$ cat src/rtl/csr_unit.sv
// Machine-mode CSR file with trap/MRET sequencing and 64-bit cycle/instret counters.
// sys_instrM_i encoding: 0 = no system op, 1 = ECALL, 2 = EBREAK, 3 = MRET.
module csr_unit #(
  parameter logic [31:0] HART_ID  = 32'd0,
  parameter logic [31:0] MISA_VAL = 32'h4000_0100
) (
  input  logic        clk_i,
  input  logic        rst_i,
  input  logic [31:0] instrM_i,
  input  logic [1:0]  sys_instrM_i,
  input  logic        csr_readM_i,
  input  logic        csr_writeM_i,
  input  logic [31:0] csr_wdataM_i,
  input  logic [31:0] pcM_i,
  input  logic        validM_i,
  input  logic        stallM_i,
  input  logic        irq_timer_i,
  input  logic        irq_ext_i,
  output logic [31:0] csr_rdataM_o,
  output logic        redirect_o,
  output logic [31:0] redirect_pc_o,
  output logic        trap_o
);

  localparam logic [1:0] SysNone   = 2'd0;
  localparam logic [1:0] SysEcall  = 2'd1;
  localparam logic [1:0] SysEbreak = 2'd2;
  localparam logic [1:0] SysMret   = 2'd3;

  localparam logic [11:0] AddrMstatus   = 12'h300;
  localparam logic [11:0] AddrMisa      = 12'h301;
  localparam logic [11:0] AddrMie       = 12'h304;
  localparam logic [11:0] AddrMtvec     = 12'h305;
  localparam logic [11:0] AddrMscratch  = 12'h340;
  localparam logic [11:0] AddrMepc      = 12'h341;
  localparam logic [11:0] AddrMcause    = 12'h342;
  localparam logic [11:0] AddrMtval     = 12'h343;
  localparam logic [11:0] AddrMip       = 12'h344;
  localparam logic [11:0] AddrMcycle    = 12'hB00;
  localparam logic [11:0] AddrMinstret  = 12'hB02;
  localparam logic [11:0] AddrMcycleh   = 12'hB80;
  localparam logic [11:0] AddrMinstreth = 12'hB82;
  localparam logic [11:0] AddrMhartid   = 12'hF14;

  localparam logic [31:0] MieMask  = 32'h0000_0880;
  localparam logic [31:0] LowClear = 32'hFFFF_FFFC;

  // Architectural state
  logic        mie_bit_q, mie_bit_d;
  logic        mpie_q, mpie_d;
  logic [31:0] mie_q, mie_d;
  logic [31:0] mtvec_q, mtvec_d;
  logic [31:0] mscratch_q, mscratch_d;
  logic [31:0] mepc_q, mepc_d;
  logic [31:0] mcause_q, mcause_d;
  logic [31:0] mtval_q, mtval_d;
  logic        mtip_q, mtip_d;
  logic        meip_q, meip_d;
  logic [63:0] mcycle_q, mcycle_d;
  logic [63:0] minstret_q, minstret_d;

  logic [11:0] csr_addr;
  logic [31:0] csr_rdata;
  logic        csr_impl;
  logic [31:0] operand;
  logic [31:0] wval;
  logic        commit;
  logic        illegal;
  logic        take_trap;
  logic        take_mret;
  logic        do_write;
  logic [31:0] cause;

  assign csr_addr = instrM_i[31:20];

  // Read mux: pre-update value of the addressed CSR, plus implemented-address flag
  always_comb begin
    csr_rdata = 32'd0;
    csr_impl  = 1'b1;
    case (csr_addr)
      AddrMstatus:   csr_rdata = {19'd0, 2'b11, 3'd0, mpie_q, 3'd0, mie_bit_q, 3'd0};
      AddrMisa:      csr_rdata = MISA_VAL;
      AddrMie:       csr_rdata = mie_q;
      AddrMtvec:     csr_rdata = mtvec_q;
      AddrMscratch:  csr_rdata = mscratch_q;
      AddrMepc:      csr_rdata = mepc_q;
      AddrMcause:    csr_rdata = mcause_q;
      AddrMtval:     csr_rdata = mtval_q;
      AddrMip:       csr_rdata = {20'd0, meip_q, 3'd0, mtip_q, 7'd0};
      AddrMcycle:    csr_rdata = mcycle_q[31:0];
      AddrMcycleh:   csr_rdata = mcycle_q[63:32];
      AddrMinstret:  csr_rdata = minstret_q[31:0];
      AddrMinstreth: csr_rdata = minstret_q[63:32];
      AddrMhartid:   csr_rdata = HART_ID;
      default:       csr_impl  = 1'b0;
    endcase
  end

  // Write value from funct3: register/immediate operand combined with old value
  always_comb begin
    operand = instrM_i[14] ? {27'd0, instrM_i[19:15]} : csr_wdataM_i;
    case (instrM_i[13:12])
      2'b01:   wval = operand;
      2'b10:   wval = csr_rdata | operand;
      2'b11:   wval = csr_rdata & ~operand;
      default: wval = csr_rdata;
    endcase
  end

  // Commit decode with precedence: illegal CSR > ECALL/EBREAK > MRET > CSR write
  always_comb begin
    commit    = validM_i & ~stallM_i & ~rst_i;
    illegal   = ((csr_readM_i | csr_writeM_i) & ~csr_impl) |
                (csr_writeM_i & (csr_addr[11:10] == 2'b11));
    take_trap = commit & (illegal | (sys_instrM_i == SysEcall) | (sys_instrM_i == SysEbreak));
    take_mret = commit & ~take_trap & (sys_instrM_i == SysMret);
    do_write  = commit & ~take_trap & ~take_mret & (sys_instrM_i == SysNone) & csr_writeM_i;
    if (illegal) begin
      cause = 32'd2;
    end else if (sys_instrM_i == SysEcall) begin
      cause = 32'd11;
    end else begin
      cause = 32'd3;
    end
  end

  // Redirect outputs, only ever asserted in a commit cycle
  always_comb begin
    redirect_o    = take_trap | take_mret;
    trap_o        = take_trap;
    redirect_pc_o = 32'd0;
    if (take_trap) begin
      redirect_pc_o = mtvec_q;
    end else if (take_mret) begin
      redirect_pc_o = mepc_q;
    end
  end

  assign csr_rdataM_o = csr_rdata;

  // Next-state for CSRs and counters
  always_comb begin
    mie_bit_d  = mie_bit_q;
    mpie_d     = mpie_q;
    mie_d      = mie_q;
    mtvec_d    = mtvec_q;
    mscratch_d = mscratch_q;
    mepc_d     = mepc_q;
    mcause_d   = mcause_q;
    mtval_d    = mtval_q;
    mtip_d     = irq_timer_i;
    meip_d     = irq_ext_i;

    // Explicit write to either half wins; the other half holds with no carry
    if (do_write && csr_addr == AddrMcycle) begin
      mcycle_d = {mcycle_q[63:32], wval};
    end else if (do_write && csr_addr == AddrMcycleh) begin
      mcycle_d = {wval, mcycle_q[31:0]};
    end else begin
      mcycle_d = mcycle_q + 64'd1;
    end

    if (do_write && csr_addr == AddrMinstret) begin
      minstret_d = {minstret_q[63:32], wval};
    end else if (do_write && csr_addr == AddrMinstreth) begin
      minstret_d = {wval, minstret_q[31:0]};
    end else if (commit && !take_trap) begin
      minstret_d = minstret_q + 64'd1;
    end else begin
      minstret_d = minstret_q;
    end

    if (take_trap) begin
      mepc_d    = pcM_i & LowClear;
      mcause_d  = cause;
      mtval_d   = illegal ? instrM_i : 32'd0;
      mpie_d    = mie_bit_q;
      mie_bit_d = 1'b0;
    end else if (take_mret) begin
      mie_bit_d = mpie_q;
      mpie_d    = 1'b1;
    end else if (do_write) begin
      case (csr_addr)
        AddrMstatus: begin
          mie_bit_d = wval[3];
          mpie_d    = wval[7];
        end
        AddrMie:      mie_d      = wval & MieMask;
        AddrMtvec:    mtvec_d    = wval & LowClear;
        AddrMscratch: mscratch_d = wval;
        AddrMepc:     mepc_d     = wval & LowClear;
        AddrMcause:   mcause_d   = wval;
        AddrMtval:    mtval_d    = wval;
        default: ;
      endcase
    end
  end

  // State registers with asynchronous reset
  always_ff @(posedge clk_i or posedge rst_i) begin
    if (rst_i) begin
      mie_bit_q  <= 1'b0;
      mpie_q     <= 1'b0;
      mie_q      <= 32'd0;
      mtvec_q    <= 32'd0;
      mscratch_q <= 32'd0;
      mepc_q     <= 32'd0;
      mcause_q   <= 32'd0;
      mtval_q    <= 32'd0;
      mtip_q     <= 1'b0;
      meip_q     <= 1'b0;
      mcycle_q   <= 64'd0;
      minstret_q <= 64'd0;
    end else begin
      mie_bit_q  <= mie_bit_d;
      mpie_q     <= mpie_d;
      mie_q      <= mie_d;
      mtvec_q    <= mtvec_d;
      mscratch_q <= mscratch_d;
      mepc_q     <= mepc_d;
      mcause_q   <= mcause_d;
      mtval_q    <= mtval_d;
      mtip_q     <= mtip_d;
      meip_q     <= meip_d;
      mcycle_q   <= mcycle_d;
      minstret_q <= minstret_d;
    end
  end

endmodule

$ cat config.mk
export PLATFORM = sky130hd
export DESIGN_NAME = csr_unit
export DESIGN_NICKNAME = d
export VERILOG_FILES = /design/src/rtl/csr_unit.sv
export SDC_FILE = /design/constraint.sdc
export NUM_CORES = 1
export LEC_CHECK = 0
export CAP_MARGIN = 10
export CORE_ASPECT_RATIO = 1.5
export CORE_MARGIN = 2
export CORE_UTILIZATION = 30
export CTS_CLUSTER_SIZE = 10
export DETAILED_ROUTE_END_ITERATION = 10
export GPL_ROUTABILITY_DRIVEN = 0
export HOLD_SLACK_MARGIN = 0.15
export PLACE_DENSITY_LB_ADDON = 0.05
export RECOVER_POWER = 50
export SYNTH_ARGS = -nofsm -noshare
export SYNTH_HDL_FRONTEND = slang
export SYNTH_SLANG_ARGS = --single-unit
$ cat constraint.sdc
create_clock -name clk_i -period 12.86 [get_ports clk_i]
set_input_delay 2.572 -clock clk_i [delete_from_list [all_inputs] [get_ports clk_i]]
set_output_delay 2.572 -clock clk_i [all_outputs]
set_load 0.02 [all_outputs]
==> flow_summary.toml <==
[global_routing]
use_met1_pct = 35.6
grt_pass1_vias = 18900
grt_usage_pct = 29.4
grt_overflow_total = 0
busiest_layer = "met2"
antenna_found_initial = 0
grt_use_met2_pct = 52.1
grt_pass1_wl_um = 139000
grt_max_degree = 157
use_met3_pct = 3.69

[critical_path]
arrival_ns = 8.12
r2r-start = "minstret_q[0]"
required_ns = 10.29
cp.buffers_inverters = 4
critPathTopFamily = "buffers and inverters"
crit_start = "instrM_i[25]"
reg2regPathDepth = 7
crit_chain = "dlygate4sd3_1, nand3b_1, nor4_1, clkbuf_1, a22oi_1, o311a_1, inv_1, clkdlybuf4s50_1"
crit_type = "in2out"
cp.depth = 8
critPathCaptureType = "output port"
crit_slowest_cell = "clkbuf_1"
start_kind = "primary input"
cpPeakStageDelay_ns = 1.22
cp_max_fo = 22

[logic_synthesis]
synth_ff_type = "dfrtp_1"
yosys_register_bits = 290
synth_top_area_cell = "dfrtp_1"
yosys.cell_types.count = 100
netlist_instances = 2223
synth_top_area_share_pct = 39.0
ys_seq_area_share_pct = 39.0
synth_area_um2 = 18600
ys_warn_count = 0
postSynthAreaPerCell_um2 = 8.37
synth_common_cells = "301 x nand2_1, 290 x dfrtp_1, 217 x a21oi_1, 193 x o21ai_0, 147 x nor2_1"
ys_top_cells_by_area = "dfrtp_1 39%, nand2_1 6.1%, a21oi_1 5.8%, o21ai_0 5.2%, nor2_1 3.0%"
yosysMostFrequentCell = "nand2_1"
synth_edf_count = 0
async_flop_share_pct = 100

[worst_hold_path]
hold_path.class = "reg2reg"
hold_start = "mscratch_q[19]"
hold_depth = 2

[pwr]
p_per_area_nw_per_um2 = 104
irDropWorstVdd_mv = 0.0954
leakagePower_uw = 0.00857

[clock_tree]
cts_tree = "yes"
cts_resized = 0
clock_latency_ns = 0.57
h-tree-depth = 2
clock_sinks = 290
cts_made_buffers = 36
cts_post_setup_buffers_inserted = 0
cts_hold_buf = 0
clockBufferDepth = 3
path_clk_slew_ns = 0.05
root_buffer = "clkbuf_16"

[job]
max-cap-violations = 7

[floorplanning]
io_pins = 172
initial_core_util_pct = 30.4
rows = 111
die_h_um = 309
core_area_um2 = 61200
die_x_um = 207
dieArea_um2 = 64100

[status]
status = "complete, but fails checks"
failed_checks = "max-capacitance violations, max-slew violations"

[place]
port_buffers = 167
postPlaceCellArea_um2 = 21100
dp_slack_ns = 2.87
place_hpwl_um = 69700

[detailed_routing]
first_pass_iters = 7
dr_total_vias = 19100
totalWireLength_um = 95900
wl_per_cell_um = 30.6
post_drt_via_cell_ratio = 6.10
ant_nets = 0
drc = 0
drt_iter0_drc = 1557

[timing]
rsz0062_at_grt = "no"
final.setup.worst_slack_ns = 2.17
final.setup.tns_ns = 0
clock.fmax_ghz = 0.0936
finalCriticalPeriod_ns = 10.69
finalMaxSlewViolations = 405
worst_pin_slew_ns = 4.41
final-setup-viol-count = 0
finalCritPeriodShare_pct = 83.1
slew_headroom_pct = -194
skew_ns = 0.0186
whs_ns = 0.470
hold_violations = 0

[finish]
fin_util_pct = 36.0
area_delta_synth_final_pct = 18.4
layout-drive-gt1-share_pct = 9.15
design_area_um2 = 22000
layout.nets = 2431
layout make-up:
cell class	instances	area, um^2
well taps	791	990
clock buffers	52	1000
clock inverters	3	22.5
multi-input cells	1733	10600
inverters	36	136
fillers	6415	39200
repair buffers	226	2060
flip-flops and latches	290	7260
diodes	1	2.50
power by group:
part           switching, uW  internal [uW]  total [uW]
Sequential              49.8            967        1020
Combinational            193            108         301
Clock                    431            537         968
cells in the final DEF, fill, tap and decap left out, types with 34 or more instances in the layout:
cell               n
clkdlybuf4s50_1  157
a22oi_1           37
inv_1             34
clkbuf_16         37
nand4_1           35
mux2i_1           39
buf_4             49
dfrtp_1          290
o21ai_1           49
a21oi_1          217
mux2_2            39
nand3_1           73
nor3_1            49
a22o_1            44
o21ai_0          195
nand2_1          300
nor2_1           146
final timing paths:
check                              endpoint  slack (ns)
max reg2reg                  minstret_q[63]        8.97
max in group asynchronous    mscratch_q[26]        3.50
min                          mscratch_q[19]        0.47
min reg2reg                  mscratch_q[19]        0.47
max                        csr_rdataM_o[15]        2.17
min in group asynchronous      mcycle_q[13]        3.76
registers in the layout, indices dropped and copies added (netlist names), 2 cells and up:
name and flops:
mcause_q 32, mcycle_q 64, mepc_q 30, mie_q 2
minstret_q 64, mscratch_q 32, mtval_q 32, mtvec_q 30
per-stage QoR:
step           power [uW]  cells
2_1_floorplan        1180   2224
3_3_place_gp         1330   3075
3_5_place_dp         1330   3076
4_1_cts              2300   3131
5_1_grt              2360   3131
6_report             2290   3132
routing by layer:
metal | up-vias | share of wire, %
met5 | - | 0
met4 | 0 | 5.0
met3 | 187 | 5.9
met2 | 853 | 50
met1 | 9631 | 39
li1 | 8441 | -
logic make-up after synthesis:
kind of cell	after synthesis	share of synthesized area (%)
other	1	0.0202
buffers and inverters	201	4.83
AND/OR/NAND/NOR	825	22.0
adder cells (fa/ha/maj)	2	0.134
AO/OA/AOI/OAI	796	27.3
multiplexers	89	5.79
XOR/XNOR	19	0.895
flip-flops	290	39.0
tightest hold or removal path: stages (launching register included):
cell,delay (ns)
dfrtp_1,0.34
nand2_1,0.05
nand2_1,0.05
Note: power is estimated with default switching activity, not from simulation.
